### src/rtl/cbrt_sched.sv
// Issue/collect stage for the cube-root unit: operand FIFO, start/busy sequencing, result pair output.
// Optional result self-check is enabled by defining CBRT_SCHED_CHECK_EN.
module cbrt_sched #(
    parameter int DEPTH = 4,
    parameter int AW    = 2
) (
    input  logic       clk_i,
    input  logic       rst_i,
    input  logic       in_valid_i,
    output logic       in_ready_o,
    input  logic [7:0] in_x_bi,
    output logic [7:0] cbrt_x_bo,
    output logic       cbrt_start_o,
    input  logic       cbrt_busy_i,
    input  logic [2:0] cbrt_res_bi,
    output logic       out_valid_o,
    input  logic       out_ready_i,
    output logic [7:0] out_x_bo,
    output logic [2:0] out_y_bo,
    output logic       err_o
);

    typedef enum logic [1:0] {
        IDLE,
        ISSUE,
        WAIT_HI,
        WAIT_LO
    } state_t;

    localparam logic [AW:0] FULL_CNT = (AW + 1)'(DEPTH);

    state_t state_q, state_d;

    logic [7:0]    mem_q [DEPTH];
    logic [AW-1:0] wrPtr_q, wrPtr_d;
    logic [AW-1:0] rdPtr_q, rdPtr_d;
    logic [AW:0]   cnt_q, cnt_d;

    logic [7:0] cbrtX_q;
    logic [7:0] hx_q;
    logic [7:0] outX_q;
    logic [2:0] outY_q;
    logic       outValid_q;

    logic push;
    logic pop;
    logic issueGo;
    logic capture;

    assign in_ready_o   = (cnt_q != FULL_CNT);
    assign push         = in_valid_i && in_ready_o;
    assign pop          = (state_q == ISSUE);
    assign cbrt_start_o = (state_q == ISSUE) && !rst_i;
    assign cbrt_x_bo    = cbrtX_q;
    assign out_valid_o  = outValid_q;
    assign out_x_bo     = outX_q;
    assign out_y_bo     = outY_q;

    always_comb begin
        state_d = state_q;
        issueGo = 1'b0;
        capture = 1'b0;
        case (state_q)
            IDLE: begin
                if (cnt_q != '0 && !outValid_q && !cbrt_busy_i) begin
                    state_d = ISSUE;
                    issueGo = 1'b1;
                end
            end
            ISSUE:   state_d = WAIT_HI;
            WAIT_HI: if (cbrt_busy_i) state_d = WAIT_LO;
            WAIT_LO: begin
                if (!cbrt_busy_i) begin
                    state_d = IDLE;
                    capture = 1'b1;
                end
            end
            default: state_d = IDLE;
        endcase
    end

    always_ff @(posedge clk_i) begin
        if (rst_i) state_q <= IDLE;
        else       state_q <= state_d;
    end

    always_comb begin
        wrPtr_d = wrPtr_q;
        rdPtr_d = rdPtr_q;
        cnt_d   = cnt_q;
        if (push) wrPtr_d = wrPtr_q + 1'b1;
        if (pop)  rdPtr_d = rdPtr_q + 1'b1;
        case ({push, pop})
            2'b10:   cnt_d = cnt_q + 1'b1;
            2'b01:   cnt_d = cnt_q - 1'b1;
            default: cnt_d = cnt_q;
        endcase
    end

    always_ff @(posedge clk_i) begin
        if (rst_i) begin
            wrPtr_q <= '0;
            rdPtr_q <= '0;
            cnt_q   <= '0;
        end else begin
            wrPtr_q <= wrPtr_d;
            rdPtr_q <= rdPtr_d;
            cnt_q   <= cnt_d;
        end
    end

    // Storage needs no reset: emptiness is tracked entirely by the pointers and count.
    always_ff @(posedge clk_i) begin
        if (push) mem_q[wrPtr_q] <= in_x_bi;
    end

    // The head is loaded on the IDLE->ISSUE edge so the operand is stable while start is high.
    always_ff @(posedge clk_i) begin
        if (rst_i) begin
            cbrtX_q    <= '0;
            hx_q       <= '0;
            outX_q     <= '0;
            outY_q     <= '0;
            outValid_q <= 1'b0;
        end else begin
            if (issueGo) begin
                cbrtX_q <= mem_q[rdPtr_q];
                hx_q    <= mem_q[rdPtr_q];
            end
            if (capture) begin
                outX_q     <= hx_q;
                outY_q     <= cbrt_res_bi;
                outValid_q <= 1'b1;
            end else if (outValid_q && out_ready_i) begin
                outValid_q <= 1'b0;
            end
        end
    end

`ifdef CBRT_SCHED_CHECK_EN
    logic [9:0] yExt;
    logic [9:0] y1Ext;
    logic [9:0] xExt;
    logic [9:0] loCube;
    logic [9:0] hiCube;
    logic       inRange;
    logic       err_q;

    // Cubes of 0..8 fit in 10 bits, so the truncated products are exact.
    always_comb begin
        yExt    = {7'd0, cbrt_res_bi};
        y1Ext   = yExt + 10'd1;
        xExt    = {2'b00, hx_q};
        loCube  = yExt * yExt * yExt;
        hiCube  = y1Ext * y1Ext * y1Ext;
        inRange = (loCube <= xExt) && (xExt < hiCube);
    end

    always_ff @(posedge clk_i) begin
        if (rst_i)                   err_q <= 1'b0;
        else if (capture && !inRange) err_q <= 1'b1;
    end

    assign err_o = err_q;
`else
    assign err_o = 1'b0;
`endif

endmodule

### config.mk
export PLATFORM = sky130hd
export DESIGN_NAME = cbrt_sched
export DESIGN_NICKNAME = d
export VERILOG_FILES = /design/src/rtl/cbrt_sched.sv
export SDC_FILE = /design/constraint.sdc
export NUM_CORES = 1
export LEC_CHECK = 0
export ABC_AREA = 1
export CAP_MARGIN = 10
export CORE_ASPECT_RATIO = 1.25
export CORE_UTILIZATION = 38
export DETAILED_ROUTE_END_ITERATION = 8
export PLACE_DENSITY = 0.63
export SLEW_MARGIN = 20
export SYNTH_ARGS = -nofsm -noshare
export SYNTH_HDL_FRONTEND = slang
export SYNTH_SLANG_ARGS = --single-unit
export TNS_END_PERCENT = 50
### constraint.sdc
create_clock -name clk_i -period 3.9 [get_ports clk_i]
set_input_delay 0.39 -clock clk_i [delete_from_list [all_inputs] [get_ports clk_i]]
set_output_delay 0.39 -clock clk_i [all_outputs]
set_load 0.01 [all_outputs]
==> reports/metrics.cfg, run 1 <==
[outcome]
run_status=finished clean

[grt]
grt_overflow=0
grt_first_pass_wirelength_um=7070
grt_use_met3=0.0376
antenna_found_initial=0
grt_pass1_vias=1610
grt_busiest_layer=met2
grt_use_met1=0.148
grt_max_degree=29
met2_usage=0.223
grt_use_total=0.141

[logic_synthesis]
synth_top_area_share=0.371
post_synth.cell_area_avg_um2=9.59
async_flop_share=0
synth_cell_types=25
synth_most_common_cell=nor2_1
netlist_area_mm2=0.00259
yosys-top-cells-area=edfxtp_1 (37%), dfxtp_1 (22%), nor2_1 (9.0%)
synth_edf_count=32
syn-num-nets=297
seq_area_frac_synth=0.595
dominantRegCellSynth=edfxtp_1
synth_area_leader_cell=edfxtp_1
ys_seq_elements=61
yosysWarnings=0
synth_commonest_cells=nor2_1 (62), nand2_1 (34), edfxtp_1 (32)
syn_inst=270

[detailed_routing]
finalWirelength_um=4490
vias=1787
first_iter_violations=76
first_pass_iters=4
wl_per_cell_um=11.2
via_per_inst=4.46
drc_errors=0
antenna_left=0

[placed_design]
post-dp-hpwl_um=2980
place_inst=385
port_buffers=37
place.gp.congestion=0.726
dpl-instance-area_mm2=0.00298

[sta]
fin_crit_sh=0.554
rsz0062_at_grt=no
maxSlewHeadroom=0.488
worst_slew_pin_slew_ns=0.764
hold_viol=0
min_period_ns=2.16
fmax_mhz=463
finalSetupViolCount=0
clock_skew_ns=0.00958
tns_ns=0
slew_violations=0

[min_path]
hold_class=flop to flop

[clocking]
cts-resized-gates=0
root_buffer=clkbuf_8
clk_pin_slew_ns=0.07
cts_tree=built
numCtsBuffers=9
cts.sinks=61
cts_htree_levels=3
clock_latency_ns=0.33
clockBufferDepth=2
cts_setup_buffers=0
ctsHoldBuffers=0

[critical_path]
crit_top_cell=inv_1
crit_path_cell_trace=inv_1 > ha_1 > inv_1 > nor2_1 > clkdlybuf4s50_1
critPathCaptureType=primary output
slowest_delay_ns=0.55
cp.arrival_ns=1.77
crit_type=flop to primary output
critical_path.max_fanout=4
cp-start-kind=flop
crit_required_ns=3.51
critPathSlowestCell=clkdlybuf4s50_1

[final_layout]
diodes=0
finalInstanceArea_mm2=0.00319
final_cells=401
drive_gt1_frac=0.0796
area_growth_pct=23.4
nNetsFinal=336

[floorplan]
die-width_um=75.8
start_util=0.394
core_region_area_mm2=0.00657
dieArea_mm2=0.00715
io_pins=39
fp.dieH_um=94.3
row_count=33

[pwr]
power_leakage_nw=1.26
powerDensity_mw_per_mm2=629
power.total_mw=2.01
peakVddDrop_v=0.000224

[job]
drv_cap=0

==> per-layer routing <==
metal / share of wire / up-vias
met5: 0 / -
met4: 0.025 / 0
met3: 0.049 / 9
met2: 0.48 / 50
met1: 0.45 / 782
li1: - / 946
==> layout make-up <==
| cell class | count | area [µm²] |
|---|---|---|
| clock inverters | 6 | 87.6 |
| flip-flops and latches | 61 | 1540 |
| repair buffers | 37 | 370 |
| multi-input cells | 170 | 843 |
| inverters | 30 | 115 |
| clock buffers | 10 | 128 |
| fillers | 600 | 3370 |
| well taps | 87 | 109 |
==> path summary, 6_finish.rpt <==
kind | from | depth (start not counted) | to | slack, ns
hold reg to reg | hx_q[7]$_SDFFE_PP0P_ | 2 | out_x_bo[7]$_SDFFE_PP0P_ | 0.47
setup reg to reg | cnt_q[0]$_SDFFE_PP0P_ | 10 | cnt_q[2]$_SDFFE_PP0P_ | 2.04
hold / removal | hx_q[7]$_SDFFE_PP0P_ | 2 | out_x_bo[7]$_SDFFE_PP0P_ | 0.47
setup / recovery | state_q[1]$_SDFFE_PP0P_ | 5 | cbrt_start_o | 1.74
==> report_power, final <==
part	internal, mW	leakage [nW]	switching, mW
registers	0.779	0.531	0.0693
logic	0.236	0.627	0.321
clock network	0.359	0.100	0.246
==> kinds of logic (layout without fill, tap and decap cells) <==
family / after synthesis / in the layout / synth area share
AOI/OAI and AO/OA: 52 / 52 / 0.102
adders and majority gates: 11 / 11 / 0.0561
DFF: 61 / 61 / 0.595
and+or+nand+nor: 106 / 106 / 0.166
other: 1 / 1 / 0.00145
buffers and inverters: 39 / 83 / 0.0788
==> sequential cells by signal, summed over array words and instances, names as in the netlist <==
signal and cells:
out_y_bo 3, out_x_bo 8, cnt_q 3, state_q 2
hx_q 8, rdPtr_q 2, wrPtr_q 2, mem_q 32
out_valid_o 1
==> critical path, delay by kind of cell, from the launching register on <==
kind / cells / cell delay [ns]
fa+ha+maj: 1 / 0.24
buf+inv: 3 / 0.73
flops: 1 / 0.34
simple gates: 1 / 0.12
==> through the flow <==
stage	setup slack, ns	utilization	hold slack (ns)
final	1.74	0.487	0.472
after global routing	1.66	0.487	0.501
after CTS	1.73	0.487	0.476
after detailed placement	1.79	0.454	0.464
after global placement	1.84	0.454	0.457
after floorplan	2.17	-	0.459
==> placed cells by master (no fill, tap or decap) <==
cell type / instances
clkinvlp_4: 2
nand3_1: 3
nand2_2: 3
nor2_2: 2
dfxtp_1: 29
or2_2: 1
clkdlybuf4s50_1: 37
inv_1: 26
nand3_4: 1
clkbuf_8: 9
clkinv_4: 1
clkinv_1: 2
inv_2: 2
edfxtp_1: 32
nand2_1: 34
clkbuf_1: 1
o21ai_0: 24
a21oi_1: 18
o21ai_1: 9
ha_1: 10
nor2_1: 62
o21ai_2: 1
bufinv_16: 2
fa_1: 1
conb_1: 1
inv_4: 1
Note: power is estimated with default switching activity, not from simulation.
==> inputs of run 2 (changes only) <==
--- a/config.mk
+++ b/config.mk
@@ -10,7 +10,7 @@
 export CORE_ASPECT_RATIO = 1.25
 export CORE_UTILIZATION = 38
 export DETAILED_ROUTE_END_ITERATION = 8
-export PLACE_DENSITY = 0.63
+export PLACE_DENSITY = 0.65
 export SLEW_MARGIN = 20
 export SYNTH_ARGS = -nofsm -noshare
 export SYNTH_HDL_FRONTEND = slang
==> constraint.sdc (replaced) <==
create_clock -name clk_i -period 1.79 [get_ports clk_i]
set_input_delay 0.179 -clock clk_i [delete_from_list [all_inputs] [get_ports clk_i]]
set_output_delay 0.179 -clock clk_i [all_outputs]
set_load 0.01 [all_outputs]
==> run 2 against run 1 <==
Compared with the run above:
- hold slack got worse by 0.012 ns
- critical path depth rose by 5
- count of clock-buffer cells in the layout fell by 1
- via count rose by 0.39%
- sequential power rose by 110%
- die area did not move
- critical path type is now flop to flop
- largest cell class unchanged
==> reports/metrics.cfg, run 2 (synthesis gave the netlist of run 1 again) <==
[outcome]
run_status=finished clean

[detailed_routing]
wl_per_cell_um=10.8  ; -3.3%
drc_errors=0  ; unchanged
via_per_inst=4.39  ; -1.6%
top_layer=met4
antenna_left=0  ; unchanged
first_pass_iters=4  ; unchanged
route.met2.wl_um=2070  ; -3.0%
dr_wl_met3_um=196  ; -11%
finalWirelength_um=4430  ; -1.4%
vias=1794  ; +0.39%
first_iter_violations=51  ; -33%
wl_met1_um=2080  ; +2.8%

[clocking]
cts_tree=built
cts.sinks=61  ; unchanged
cts_setup_buffers=0  ; unchanged
ctsHoldBuffers=0  ; unchanged
cts_htree_levels=3  ; unchanged
clock_latency_ns=0.34  ; about the same
clk_pin_slew_ns=0.07  ; about the same
clockBufferDepth=2  ; unchanged
numCtsBuffers=9  ; unchanged
root_buffer=clkbuf_8

[final_layout]
largest_register_ffs=32  ; unchanged
area_growth_pct=26.1
final_common_cell=nor2_1
drive_gt1_frac=0.118  ; +0.0384
nNetsFinal=344  ; +2.4%
regMostFlops=mem_q
regArea_mm2=0.00154  ; unchanged
multi_input_area_um2=848  ; +0.59%
fill_cells=592  ; -1.3%
layout_common_cells=nor2_1 (62), clkdlybuf4s50_1 (36), nand2_1 (34)
diodes=0  ; unchanged

[sta]
finalSetupViolCount=0  ; unchanged
fin_hold_ws_ns=0.459  ; -0.0121 ns
hold_viol=0  ; unchanged
fin_crit_sh=0.920
min_period_ns=1.65
tns_ns=0  ; unchanged
clock_skew_ns=0.00704  ; -0.00255 ns
rsz0062_at_grt=no
fmax_mhz=607
slew_violations=0  ; unchanged

[placed_design]
post-dp-hpwl_um=3050  ; +2.5%
port_buffers=37  ; unchanged
place.gp.congestion=0.642  ; -12%

[floorplan]
io_pins=39  ; unchanged
core_region_area_mm2=0.00657  ; unchanged
die-width_um=75.8  ; unchanged
dieArea_mm2=0.00715  ; unchanged
start_util=0.394  ; unchanged
fp.dieH_um=94.3  ; unchanged
row_count=33  ; unchanged

[min_path]
hold_class=input pin to flop

[critical_path]
crit_type=flop to flop
cp.arrival_ns=1.87  ; +0.10 ns
crit_required_ns=2.01  ; -1.50 ns
cp-start-kind=flop
critPathCaptureType=flop
critical_path.max_fanout=3  ; -1

[job]
drv_cap=0  ; unchanged

[grt]
grt_first_pass_wirelength_um=7390  ; +4.5%
grt_pass1_vias=1694  ; +5.2%
grt_overflow=0  ; unchanged
grt_use_total=0.142  ; +0.00168
antenna_found_initial=0  ; unchanged
grt_max_degree=29  ; unchanged

[pwr]
peakVddDrop_v=0.000376  ; +68%
power_leakage_nw=1.31  ; +4.3%
powerDensity_mw_per_mm2=1360  ; +120%

==> run 2: cell count changes in the layout (fill, tap and decap cells not counted), sizes merged <==
| cell | previous run | this run |
|---|---|---|
| dlygate4sd2 | 0 | 1 |
| clkbuf | 10 | 9 |
| clkinvlp | 2 | 1 |
| buf | 0 | 8 |
| clkinv | 3 | 4 |
| clkdlybuf4s50 | 37 | 36 |
| inv | 29 | 30 |
==> run 2: final timing paths <==
check                           depth (start not counted)                        to  slack (ns)                   from
worst max-delay path                                   10     cnt_q[2]$_SDFFE_PP0P_        0.14  cnt_q[1]$_SDFFE_PP0P_
worst max register to register                         10     cnt_q[2]$_SDFFE_PP0P_        0.14  cnt_q[1]$_SDFFE_PP0P_
worst min register to register                          2  out_x_bo[7]$_SDFFE_PP0P_        0.47   hx_q[7]$_SDFFE_PP0P_
worst min-delay path                                    2  out_valid_o$_SDFFE_PP0P_        0.46                  rst_i
==> run 2: final cells by class <==
| cell class | instances | share of cell area |
|---|---|---|
| Clock buffer | 9 | 0.0379 |
| Clock inverter | 7 | 0.0303 |
| Inverter | 30 | 0.0352 |
| Multi-Input combinational cell | 170 | 0.260 |
| Sequential cell | 61 | 0.472 |
| Tap cell | 87 | 0.0333 |
| Timing Repair Buffer | 45 | 0.131 |
==> run 2: repair_timing <==
item / in CTS / in global routing
endpoints found under the setup margin: 1 / 1
gates resized for setup: 2 / 3
pin swaps: 0 / 1
==> run 2: through the flow <==
| step | util | setup WS [ns] | std cells | area, µm² | power, mW |
|---|---|---|---|---|---|
| 6_report | 0.497 | 0.143 | 409 | 3270 | 4.43 |
| 5_1_grt | 0.497 | 0.00364 | 409 | 3270 | 4.78 |
| 4_1_cts | 0.497 | 0.0313 | 409 | 3260 | 4.48 |
| 3_5_place_dp | 0.463 | 0.0143 | 393 | 3040 | 3.13 |
| 3_3_place_gp | 0.463 | 0.0413 | 393 | 3040 | 3.10 |
| 2_1_floorplan | - | 0.0623 | 270 | 2590 | 2.75 |
==> run 2: power breakdown <==
part | total [mW] | switching [mW] | internal, mW
Combinational | 1.28 | 0.728 | 0.549
Clock | 1.34 | 0.551 | 0.790
Sequential | 1.81 | 0.116 | 1.70
==> run 2: per-layer routing <==
| metal | up-vias | track usage |
|---|---|---|
| met5 | - | 0 |
| met4 | 0 | 0.0787 |
| met3 | 8 | 0.0429 |
| met2 | 47 | 0.237 |
| met1 | 772 | 0.158 |
| li1 | 967 | - |
==> run 2: worst max-delay path: stages, from the launching register on <==
cell and delay, ns:
dfxtp_1 0.33, nor2_2 0.14, nand2_1 0.09, nand2_2 0.07, ha_1 0.17, inv_1 0.07
fa_2 0.34, nand2_1 0.07, nand3_1 0.08, o21ai_1 0.13, a21oi_1 0.05
==> inputs of run 3 (changes only) <==
--- a/config.mk
+++ b/config.mk
@@ -6,6 +6,7 @@
 export NUM_CORES = 1
 export LEC_CHECK = 0
 export ABC_AREA = 1
+export ABC_CLOCK_PERIOD_IN_PS = 1790
 export CAP_MARGIN = 10
 export CORE_ASPECT_RATIO = 1.25
 export CORE_UTILIZATION = 38
==> results of run 3 <==
Final layout, timing and power as in run 2 (identical DEF).
